$ cat config.mk
export PLATFORM = sky130hd
export DESIGN_NAME = cla_pipe_adder
export DESIGN_NICKNAME = d
export VERILOG_FILES = /design/src/rtl/cla_pipe_adder.sv
export SDC_FILE = /design/constraint.sdc
export NUM_CORES = 1
export LEC_CHECK = 0
export ABC_AREA = 1
export CAP_MARGIN = 20
export CORE_ASPECT_RATIO = 1.1
export CORE_MARGIN = 5
export CORE_UTILIZATION = 41
export CTS_CLUSTER_DIAMETER = 100
export DETAILED_ROUTE_END_ITERATION = 7
export MAX_ROUTING_LAYER = met4
export PLACE_DENSITY = 0.66
export SLEW_MARGIN = 10
export SYNTH_ARGS = -nofsm -noshare
export SYNTH_HDL_FRONTEND = slang
export SYNTH_SLANG_ARGS = --single-unit
$ cat constraint.sdc
create_clock -name clk -period 4.5 [get_ports clk]
set_input_delay 1.35 -clock clk [delete_from_list [all_inputs] [get_ports clk]]
set_output_delay 1.35 -clock clk [all_outputs]
set_load 0.03 [all_outputs]
$ cat src/rtl/cla_pipe_adder.sv
// Two-stage pipelined carry-lookahead adder/subtractor with valid/ready
// handshaking on both sides.
// Stage 1 forms per-group (G,P) plus conditional sums for both possible group
// carry-ins. Stage 2 resolves the group carries from c0, selects the sums and
// registers the result flags.
`ifndef GROUPSIZE
`define GROUPSIZE 4
`endif

module cla_pipe_adder #(
    parameter int WIDTH     = 32,
    parameter int GROUPSIZE = `GROUPSIZE
) (
    input  logic             clk,
    input  logic             rst_n,
    input  logic             flush,
    input  logic             in_valid,
    output logic             in_ready,
    input  logic [WIDTH-1:0] in_a,
    input  logic [WIDTH-1:0] in_b,
    input  logic             in_cin,
    input  logic             in_sub,
    output logic             out_valid,
    input  logic             out_ready,
    output logic [WIDTH-1:0] out_sum,
    output logic             out_cout,
    output logic             out_ovf,
    output logic             out_zero
);

    localparam int NGRP = WIDTH / GROUPSIZE;

    // Handshake
    logic s1_valid;
    logic s1_advance;
    logic s2_advance;
    logic in_take;

    assign s2_advance = !out_valid | out_ready;
    assign s1_advance = !s1_valid | s2_advance;
    // Flush blocks acceptance so an input offered during a flush is discarded.
    assign in_ready   = !flush & s1_advance;
    assign in_take    = in_valid & in_ready;

    // Operand preparation
    logic [WIDTH-1:0] b_eff;
    logic [WIDTH-1:0] gen;
    logic [WIDTH-1:0] prop;
    logic             c0_nxt;

    assign b_eff  = in_sub ? ~in_b : in_b;
    assign c0_nxt = in_sub ? 1'b1 : in_cin;
    assign gen    = in_a & b_eff;
    assign prop   = in_a ^ b_eff;

    // Stage 1 next-state values
    logic [NGRP-1:0]  grp_g_nxt;
    logic [NGRP-1:0]  grp_p_nxt;
    logic [WIDTH-1:0] sum0_nxt;
    logic [WIDTH-1:0] sum1_nxt;

    // Per-group lookahead: bit carries for both group carry-ins, group G and P
    always_comb begin : group_lookahead
        logic r0;
        logic r1;
        logic rp;
        // NOTE: r0/r1/rp are blocking temporaries chained bit to bit inside one
        // evaluation; they carry no state between evaluations.
        sum0_nxt  = '0;
        sum1_nxt  = '0;
        grp_g_nxt = '0;
        grp_p_nxt = '0;
        r0        = 1'b0;
        r1        = 1'b1;
        rp        = 1'b1;
        for (int gi = 0; gi < NGRP; gi++) begin
            r0 = 1'b0;
            r1 = 1'b1;
            rp = 1'b1;
            for (int bi = 0; bi < GROUPSIZE; bi++) begin
                sum0_nxt[gi*GROUPSIZE+bi] = prop[gi*GROUPSIZE+bi] ^ r0;
                sum1_nxt[gi*GROUPSIZE+bi] = prop[gi*GROUPSIZE+bi] ^ r1;
                r0 = gen[gi*GROUPSIZE+bi] | (prop[gi*GROUPSIZE+bi] & r0);
                r1 = gen[gi*GROUPSIZE+bi] | (prop[gi*GROUPSIZE+bi] & r1);
                rp = rp & prop[gi*GROUPSIZE+bi];
            end
            // The group carry-out with carry-in 0 is exactly the group generate.
            grp_g_nxt[gi] = r0;
            grp_p_nxt[gi] = rp;
        end
    end

    // Stage 1 registers
    logic [NGRP-1:0]  s1_g;
    logic [NGRP-1:0]  s1_p;
    logic [WIDTH-1:0] s1_sum0;
    logic [WIDTH-1:0] s1_sum1;
    logic             s1_c0;
    logic             s1_a_msb;
    logic             s1_b_msb;

    // Stage 1 occupancy: cleared by reset or flush, refilled when it advances
    always_ff @(posedge clk or negedge rst_n) begin
        if (!rst_n) begin
            s1_valid <= 1'b0;
        end else if (flush) begin
            s1_valid <= 1'b0;
        end else if (s1_advance) begin
            s1_valid <= in_valid;
        end
    end

    // Stage 1 payload: loaded on every accepted input
    // NOTE: payload registers carry no reset; s1_valid qualifies them, so
    // their contents after reset never reach the outputs.
    always_ff @(posedge clk) begin
        if (in_take) begin
            s1_g     <= grp_g_nxt;
            s1_p     <= grp_p_nxt;
            s1_sum0  <= sum0_nxt;
            s1_sum1  <= sum1_nxt;
            s1_c0    <= c0_nxt;
            s1_a_msb <= in_a[WIDTH-1];
            s1_b_msb <= b_eff[WIDTH-1];
        end
    end

    // Stage 2 combinational resolution
    logic [WIDTH-1:0] sum_nxt;
    logic             cout_nxt;
    logic             msb_carry;
    logic             ovf_nxt;
    logic             zero_nxt;

    // Group carry lookahead from c0 and conditional-sum selection
    always_comb begin : carry_resolve
        logic c;
        sum_nxt  = '0;
        c        = s1_c0;
        for (int gi = 0; gi < NGRP; gi++) begin
            sum_nxt[gi*GROUPSIZE +: GROUPSIZE] = c ? s1_sum1[gi*GROUPSIZE +: GROUPSIZE]
                                                   : s1_sum0[gi*GROUPSIZE +: GROUPSIZE];
            c = s1_g[gi] | (s1_p[gi] & c);
        end
        cout_nxt = c;
    end

    // Carry into the MSB is recovered from the MSB sum and operand bits.
    assign msb_carry = sum_nxt[WIDTH-1] ^ s1_a_msb ^ s1_b_msb;
    assign ovf_nxt   = msb_carry ^ cout_nxt;
    assign zero_nxt  = ~|sum_nxt;

    // Output stage: result registers hold while stalled
    always_ff @(posedge clk or negedge rst_n) begin
        if (!rst_n) begin
            out_valid <= 1'b0;
            out_sum   <= '0;
            out_cout  <= 1'b0;
            out_ovf   <= 1'b0;
            out_zero  <= 1'b0;
        end else if (flush) begin
            out_valid <= 1'b0;
        end else if (s2_advance) begin
            out_valid <= s1_valid;
            if (s1_valid) begin
                out_sum  <= sum_nxt;
                out_cout <= cout_nxt;
                out_ovf  <= ovf_nxt;
                out_zero <= zero_nxt;
            end
        end
    end

endmodule

==> impl_metrics.json, run 1 <==
{
  "post_cts_buffers": 0,
  "rows": 49,
  "reg2reg_depth": 20,
  "rsz0062_at_grt": "false",
  "path_clk_slew_ns": 0.05,
  "clock_sinks": 120,
  "worstHoldStart": "out_sum[5]$_DFFE_PN0P_",
  "cts_hold_buffers": 0,
  "cpPeakStageDelay_ns": 0.66,
  "synth_top_area_share_pct": 37.1,
  "ys_seq_area_share_pct": 50.8,
  "grtUsageTotal_pct": 15.1,
  "first_pass_iters": 5,
  "vias": 4265,
  "cp.required_ns": 3.15,
  "clock-skew-final_ns": 0.00774,
  "crit_fanout": 3,
  "crit_type": "input pin to primary output",
  "ys_top_cells_by_area": "edfxtp_1 (37%), dfrtp_1 (14%), fa_1 (12%)",
  "synth_xor_area_share_pct": 5.34,
  "outcome": "completed",
  "worst_setup_path_end_kind": "primary output",
  "worst_r2r_endpoint": "out_zero$_DFFE_PN0P_",
  "drv_cap": 0,
  "htree_levels": 4,
  "grt_overflow": 0,
  "synth_compound_area_share_pct": 3.94,
  "clk_latency_ns": 0.42,
  "fillerInstances": 1388,
  "synth_fa_ha_area_share_pct": 19.3,
  "cts_buffer_depth": 2,
  "finalCritPeriodShare_pct": 93.7,
  "initial_utilization_pct": 41.4,
  "ant_nets": 0,
  "syn_nets": 749,
  "path_cells": "clkdlybuf4s50_1 > nor2_1 > inv_1 > nor2_1 > inv_1 > nand2_1 > inv_1 > clkdlybuf4s50_1",
  "die_area_um2": 19100,
  "synth.area.mux_share_pct": 0.446,
  "worst_slew_pin_slew_ns": 0.884,
  "ys_ff_latch": 120,
  "reg2reg_from": "s1_c0$_SDFFCE_PP1P_",
  "core_area_um2": 16200,
  "hold_viol_final": 0,
  "min_path_cells": 2,
  "critical-path-top-delay-family": "buffers and inverters",
  "drt_wl_total_um": 13200,
  "drive_above_1_share_pct": 7.82,
  "cts_tree": "done",
  "fp.dieW_um": 132,
  "finalCriticalPeriod_ns": 4.21,
  "min_path_type": "register to register",
  "cts_buffers": 17,
  "grt_antenna_before_repair": 0,
  "synth_cell_types": 27,
  "routabilityCongestion": 0.799,
  "wl_per_cell_um": 14.1,
  "holdPathEnd": "out_sum[5]$_DFFE_PN0P_",
  "regArea_um2": 3420,
  "synthSimpleGateAreaFrac_pct": 12.2,
  "power.static_leakage_nw": 3.82,
  "drc": 0,
  "syn_area_um2": 6730,
  "tns_ns": 0,
  "grt_max_degree": 84,
  "drv_slew": 0,
  "cts-root-buf": "clkbuf_16",
  "final_common_cell": "inv_1",
  "p_per_area_nw_per_um2": 408,
  "slew_headroom_pct": 41.1,
  "die_h_um": 144,
  "cts_resized": 0,
  "area_growth_pct": 27.9,
  "ys_warn_count": 0,
  "syn_inst": 598,
  "viasPerCell": 4.57,
  "final_cell_mix": "inv_1 (124), clkdlybuf4s50_1 (105), nand2_1 (85)",
  "cp-start-kind": "input pin",
  "drtIter0Drc": 161,
  "r2r_slack_ns": 2.05,
  "port-buffer-count": 107,
  "pin_count": 108,
  "grt_pass1_vias": 4553,
  "finalSetupViolations": 0,
  "place_hpwl_um": 10100,
  "crit_top_cell": "inv_1",
  "total_power_mw": 3.51,
  "nets": 867,
  "postSynthAreaPerCell_um2": 11.2,
  "crit_arrival_ns": 2.86,
  "diodes": 0,
  "synth_largest_area_cell": "edfxtp_1",
  "crit_slowest_cell": "clkdlybuf4s50_1",
  "synth_top_family_by_area": "adder cells",
  "vdd_ir_drop_max_mv": 0.274,
  "multi_input_area_um2": 2790,
  "grt_pass1_wl_um": 21900,
  "timing.fmax_mhz": 237,
  "path_buf_inv": 5
}
## tightest hold or removal path, delay by kind of cell, from the launching register on
| family | cells | cell delay, ns |
|---|---|---|
| and+or+nand+nor | 1 | 0.05 |
| AOI/OAI and AO/OA | 1 | 0.06 |
| DFF | 1 | 0.34 |
## metal layers
layer / wire (um) / global-route usage, % / part of all wire (%) / vias up
met4: 251 / 6.39 / 1.9 / 0
met3: 437 / 2.75 / 3.3 / 24
met2: 7400 / 27.4 / 56 / 81
met1: 5100 / 16.3 / 39 / 2050
met5: 0 / - / 0 / -
li1: - / - / - / 2110
## state kept, by name (all words and copies together) (netlist names)
signal / count
s1_p: 8
out_ovf: 1
s1_sum1: 32
s1_a_msb: 1
s1_sum0: 32
s1_b_msb: 1
out_sum: 32
s1_g: 8
out_valid: 1
s1_c0: 1
out_cout: 1
out_zero: 1
s1_valid: 1
## synth_stat cells (all sizes together)
cell / n
xor2: 9
xnor2: 32
clkbuf: 7
inv: 128
nor2: 38
o21ai: 27
fa: 40
or2: 1
a31oi: 16
nand4: 6
dfrtp: 37
nand2: 101
a211oi: 1
buf: 4
o21a: 1
mux2i: 3
nand3: 16
nor3: 2
edfxtp: 83
ha: 40
a21oi: 3
nand3b: 3
## through the flow
stage	util, %	instances	hold slack, ns	worst slack (ns)	cell area [um2]
after floorplan	-	598	0.483	0.309	6730
final	52.9	933	0.480	0.285	8600
after global routing	52.9	933	0.509	0.185	8600
after global placement	49.5	901	0.470	0.328	8050
after detailed placement	49.5	901	0.473	0.291	8050
after CTS	52.9	933	0.487	0.282	8600
## cells by family after synthesis
group,count (synthesis)
AND/OR/NAND/NOR,167
buffers and inverters,139
flip-flops,120
adder cells (fa/ha/maj),80
AO/OA/AOI/OAI,48
XOR/XNOR,41
multiplexers,3
## worst max path at each step
stage	slack (ns)	depth (start not counted)	end	from
6_report	0.29	8	in_ready	out_ready
5_1_grt	0.19	8	in_ready	out_ready
4_1_cts	0.28	8	in_ready	out_ready
3_5_place_dp	0.29	8	in_ready	out_ready
3_3_place_gp	0.33	8	in_ready	out_ready
2_1_floorplan	0.31	6	s1_a_msb$_DFFE_PP_	out_ready
## power by group
group	switching, mW	leakage [nW]	total (mW)	internal (mW)
logic	0.477	2.34	0.831	0.354
clock network	0.507	0.261	1.26	0.757
registers	0.0554	1.22	1.41	1.36
total	1.04	3.82	3.51	2.47
## area by class of cell
type	instances	share of cell area, %
clock buffers	17	4.95
clock inverters	15	1.47
inverters	128	5.59
multi-input cells	339	32.4
flip-flops and latches	120	39.7
well taps	204	2.97
repair buffers	110	12.9
Note: power is estimated with default switching activity, not from simulation.
==> inputs of run 2 (changes only) <==
--- a/config.mk
+++ b/config.mk
@@ -12,8 +12,8 @@
 export CORE_UTILIZATION = 41
 export CTS_CLUSTER_DIAMETER = 100
 export DETAILED_ROUTE_END_ITERATION = 7
+export DONT_BUFFER_PORTS = 1
 export MAX_ROUTING_LAYER = met4
-export PLACE_DENSITY = 0.66
 export SLEW_MARGIN = 10
 export SYNTH_ARGS = -nofsm -noshare
 export SYNTH_HDL_FRONTEND = slang
==> run 2 against run 1 <==
Flip-flop and latch count stayed put. Sequential power is 11% higher. Clock-buffer cell count is 1 higher. Global-route usage is 0.55 points lower. Via count is 10% lower. Routed wire length is 5.1% lower. Sequential share of layout area is 6.0 points higher.
==> impl_metrics.json, run 2 (same netlist as run 1, synthesis figures left out) <==
{
  "ant_nets": 0,
  "finalSetupViolations": 0,
  "grtUsageTotal_pct": 14.6,
  "timing.fmax_mhz": 304,
  "hold_viol_final": 0,
  "crit_type": "input pin to primary output",
  "wl_per_cell_um": 15.2,
  "final_common_cell": "inv_1",
  "fillerInstances": 1480,
  "crit_top_cell": "inv_1",
  "grt_max_degree": 38,
  "path_clk_slew_ns": 0.05,
  "area_growth_pct": 11.2,
  "vdd_ir_drop_max_mv": 0.252,
  "place_hpwl_um": 9780,
  "slew_headroom_pct": 60.0,
  "grt_overflow": 0,
  "tns_ns": 0,
  "core_area_um2": 16200,
  "crit_fanout": 3,
  "stdcell_count": 823,
  "rows": 49,
  "pin_count": 108,
  "clock-skew-final_ns": 0.0107,
  "cts_buffers": 17,
  "finalCriticalPeriod_ns": 3.29,
  "hold_ws_ns": 0.535,
  "crit_arrival_ns": 1.94,
  "clock_sinks": 120,
  "path_buf_inv": 3,
  "cts-root-buf": "clkbuf_16",
  "nets": 760,
  "cts_hold_buffers": 0,
  "grt_pass1_vias": 4049,
  "finalCritPeriodShare_pct": 73.0,
  "routabilityCongestion": 0.805,
  "first_pass_iters": 4,
  "final_cell_mix": "inv_1 (124), nand2_1 (85), edfxtp_1 (83)",
  "die_area_um2": 19100,
  "drv_slew": 0,
  "critical-path-top-delay-family": "buffers and inverters",
  "worst_setup_path_end_kind": "primary output",
  "drt_wl_total_um": 12500,
  "fp.dieW_um": 132,
  "htree_levels": 4,
  "drtIter0Drc": 147,
  "port-buffer-count": 0,
  "outcome": "completed",
  "drv_cap": 0,
  "cts_resized": 0,
  "drc": 0,
  "clk_latency_ns": 0.41,
  "path_cells": "nor2_1 > inv_1 > nor2_1 > inv_1 > nand2_1 > inv_1",
  "initial_utilization_pct": 41.4,
  "diodes": 0,
  "dp.cells": 794,
  "cts_tree": "done",
  "viasPerCell": 4.65,
  "cp-start-kind": "input pin",
  "top_regs": "out_sum x32, s1_sum0 x32, s1_sum1 x32",
  "cp.required_ns": 3.15,
  "drive_above_1_share_pct": 8.08,
  "post-route-util_pct": 46.0,
  "min_path_type": "register to register",
  "die_h_um": 144,
  "p_per_area_nw_per_um2": 430,
  "power.static_leakage_nw": 3.38,
  "grt_antenna_before_repair": 0,
  "post_cts_buffers": 0,
  "cpPeakStageDelay_ns": 0.17,
  "worst_slew_pin_slew_ns": 0.600,
  "crit_slowest_cell": "inv_1",
  "pre_cts_slack_ns": 1.19,
  "rsz0062_at_grt": "false",
  "layout_setup_ws_ns": 1.21,
  "grt_pass1_wl_um": 20600,
  "cts_buffer_depth": 2,
  "vias": 3831
}
## run 2: changes by cell type in the layout (fill, tap and decap cells not counted)
cell             previous run  this run
buf_12                      2         0
inv_6                       4         0
clkinv_4                    1         0
clkbuf_1                    0         1
buf_4                       1         3
clkinv_1                    2         3
buf_2                       2         0
clkdlybuf4s50_1           105         0
## run 2: final timing paths
check                                       from                       to  slack (ns)  depth (start not counted)
setup reg to reg             s1_c0$_SDFFCE_PP1P_     out_zero$_DFFE_PN0P_        2.14                         15
max in group asynchronous                  rst_n   out_sum[0]$_DFFE_PN0P_        3.78                          0
hold reg to reg            s1_sum1[21]$_DFFE_PP_  out_sum[21]$_DFFE_PN0P_        0.54                          2
min in group asynchronous                  rst_n    out_valid$_DFFE_PN0P_        0.63                          0
hold / removal             s1_sum1[21]$_DFFE_PP_  out_sum[21]$_DFFE_PN0P_        0.54                          2
setup / recovery                       out_ready                 in_ready        1.21                          6
## run 2: worst register-to-register path, stage by stage (launching register included)
cell,delay (ns)
edfxtp_1,0.54
nand2_4,0.12
nand2_4,0.08
nand2_4,0.07
nand2_4,0.09
nand2_4,0.11
nand2_4,0.08
nand2_4,0.09
nand2_8,0.09
o21ai_0,0.36
nand4_1,0.18
nor2_1,0.13
nand3b_1,0.09
nor2_1,0.12
nand3_1,0.10
nand2_1,0.07
## run 2: final cells by class
class / instances / area [um2] / share of cell area (%)
sequential: 120 / 3420 / 45.7
multi-input combinational: 339 / 2790 / 37.3
inverter: 128 / 480 / 6.42
clock buffer: 18 / 429 / 5.74
tap: 204 / 255 / 3.41
clock inverter: 11 / 86.3 / 1.15
timing repair buffer: 3 / 22.5 / 0.301
## run 2: where the power goes
| group | internal, mW | switching [mW] | total (mW) |
|---|---|---|---|
| logic | 0.190 | 0.270 | 0.459 |
| registers | 1.36 | 0.211 | 1.57 |
| clock network | 0.737 | 0.454 | 1.19 |
## run 2: per-stage QoR
step           instance area, um2  total power, mW
5_1_grt                      7480             3.41
6_report                     7480             3.22
3_5_place_dp                 6960             2.06
2_1_floorplan                6730             1.93
4_1_cts                      7480             3.26
3_3_place_gp                 6960             2.04
## run 2: layer usage
layer	global-route usage [%]	vias to the layer above	wire (um)
li1	-	1896	-
met1	16.0	1826	5100
met3	4.70	18	686
met2	24.4	91	6410
met5	-	-	0
met4	6.33	0	310
==> inputs of run 3 (changes only) <==
==> constraint.sdc (replaced) <==
create_clock -name clk -period 2.76 [get_ports clk]
set_input_delay 0.828 -clock clk [delete_from_list [all_inputs] [get_ports clk]]
set_output_delay 0.828 -clock clk [all_outputs]
set_load 0.03 [all_outputs]
==> run 3 against run 2 <==
Non-clock buffer count rose by 2. Critical endpoint is now out_zero$_DFFE_PN0P_. Power rose by 74%. Clock skew barely moved. Largest cell class unchanged. Critical path type is now register to register. Global-route usage barely moved.
==> impl_metrics.json, run 3 (same netlist as run 1, synthesis figures left out) <==
{
  "outcome": "completed",
  "grt_pass1_wl_um": 20600,
  "die_area_um2": 19100,
  "crit_type": "register to register",
  "clock-skew-final_ns": 0.0111,
  "slew_headroom_pct": 67.3,
  "startpoint": "s1_c0$_SDFFCE_PP1P_",
  "drv_cap": 0,
  "swShare_pct": 27.7,
  "timing.fmax_mhz": 428,
  "cts-root-buf": "clkbuf_16",
  "cts_hold_buffers": 0,
  "nets": 762,
  "vias": 3869,
  "power_frac_clock_pct": 41.0,
  "die_h_um": 144,
  "drt_wl_total_um": 12400,
  "final_cell_mix": "inv_1 (122), nand2_1 (85), edfxtp_1 (83)",
  "reg2reg_depth": 13,
  "clock_sinks": 120,
  "rows": 49,
  "port-buffer-count": 0,
  "drc": 0,
  "cts_buffer_depth": 2,
  "crit_fanout": 9,
  "p_int_mw": 4.06,
  "area_growth_pct": 14.3,
  "dp.cells": 796,
  "fp.dieW_um": 132,
  "power_frac_seq_pct": 45.6,
  "worst_slew_pin_slew_ns": 0.489,
  "combPwrFrac_pct": 13.5,
  "wl_per_cell_um": 15.0,
  "first_pass_iters": 4,
  "grt_antenna_before_repair": 0,
  "vdd_ir_drop_max_mv": 0.431,
  "clk_latency_ns": 0.42,
  "cts_resized": 0,
  "core_area_um2": 16200,
  "worst_r2r_endpoint": "out_zero$_DFFE_PN0P_",
  "drv_slew": 0,
  "cp-start-kind": "register",
  "post-route-util_pct": 47.3,
  "layout_setup_ws_ns": 0.426,
  "r2r_slack_ns": 0.43,
  "drive_above_1_share_pct": 11.4,
  "path_clk_slew_ns": 0.06,
  "finalCriticalPeriod_ns": 2.33,
  "place_hpwl_um": 9620,
  "cp.required_ns": 3.12,
  "post_cts_buffers": 0,
  "crit_arrival_ns": 2.69,
  "cp-endpoint": "out_zero$_DFFE_PN0P_",
  "grt_max_degree": 84,
  "total_power_mw": 5.61,
  "grtUsageTotal_pct": 14.5,
  "p_per_area_nw_per_um2": 730,
  "initial_utilization_pct": 41.4,
  "hold_viol_final": 0,
  "pre_cts_slack_ns": -0.0193,
  "worst_setup_path_end_kind": "register",
  "pin_count": 108,
  "diodes": 0,
  "ant_nets": 0,
  "drtIter0Drc": 201,
  "finalSetupViolations": 0,
  "min_path_type": "input pin to async pin",
  "reg2reg_from": "s1_c0$_SDFFCE_PP1P_",
  "routabilityCongestion": 0.806,
  "grt_overflow": 0,
  "cts_buffers": 17,
  "top_regs": "out_sum x32, s1_sum0 x32, s1_sum1 x32",
  "grt_pass1_vias": 4191,
  "p_switching_mw": 1.56,
  "stdcell_count": 828,
  "final_common_cell": "inv_1",
  "power.static_leakage_nw": 3.48,
  "cts_tree": "done",
  "htree_levels": 4,
  "viasPerCell": 4.67,
  "finalCritPeriodShare_pct": 84.6,
  "rsz0062_at_grt": "false"
}
## run 3: area by class of cell
cell class | count | area [um2]
clock buffers | 19 | 443
clock inverters | 13 | 178
fillers | 1456 | 8560
inverters | 128 | 480
multi-input cells | 339 | 2860
flip-flops and latches | 120 | 3420
well taps | 204 | 255
repair buffers | 5 | 50.0
## run 3: layer usage
metal  GRT usage, %  vias to the layer above  share of wire (%)
li1               -                     1907                  -
met1           14.9                     1857                 37
met2           24.6                       89                 53
met3           6.47                       16                8.2
met4           5.79                        0                1.6
met5              -                        -                  0
## run 3: metrics by stage
step	hold slack [ns]	TNS (ns)	instance area (um2)
final	0.0957	0	7690
after global routing	0.0679	0	7690
after CTS	0.0750	0	7690
after detailed placement	0.527	-0.0193	7070
after global placement	0.521	0	7070
after floorplan	0.483	-0.819	6860
## run 3: critical path: stages (launching register included)
cell      delay (ns)
edfxtp_1        0.53
nand2_4         0.12
nand2_4         0.08
nand2_4         0.07
nand2_4         0.08
o21ai_0         0.29
nand4_1         0.15
nor3_1          0.28
nand2_1         0.09
nor2_1          0.16
nand3b_1        0.11
nor2_1          0.16
nand3_1         0.10
nand2_1         0.06
## run 3: power by group through the flow
stage	clock (mW)	combinational, mW	sequential, mW
global placement	0	0.726	2.59
floorplan	0	0.624	2.54
global route	2.44	0.911	2.59
detailed placement	0	0.772	2.60
CTS	2.35	0.779	2.57
finish	2.30	0.755	2.56
## run 3: worst min path at each step
stage	start	end	slack, ns
6_report	rst_n	s1_valid$_DFFE_PN0P_	0.1
3_3_place_gp	s1_sum1[3]$_DFFE_PP_	out_sum[3]$_DFFE_PN0P_	0.52
3_5_place_dp	rst_n	out_sum[13]$_DFFE_PN0P_	0.53
2_1_floorplan	s1_sum1[3]$_DFFE_PP_	out_sum[3]$_DFFE_PN0P_	0.48
5_1_grt	rst_n	s1_valid$_DFFE_PN0P_	0.07
4_1_cts	rst_n	out_sum[13]$_DFFE_PN0P_	0.08
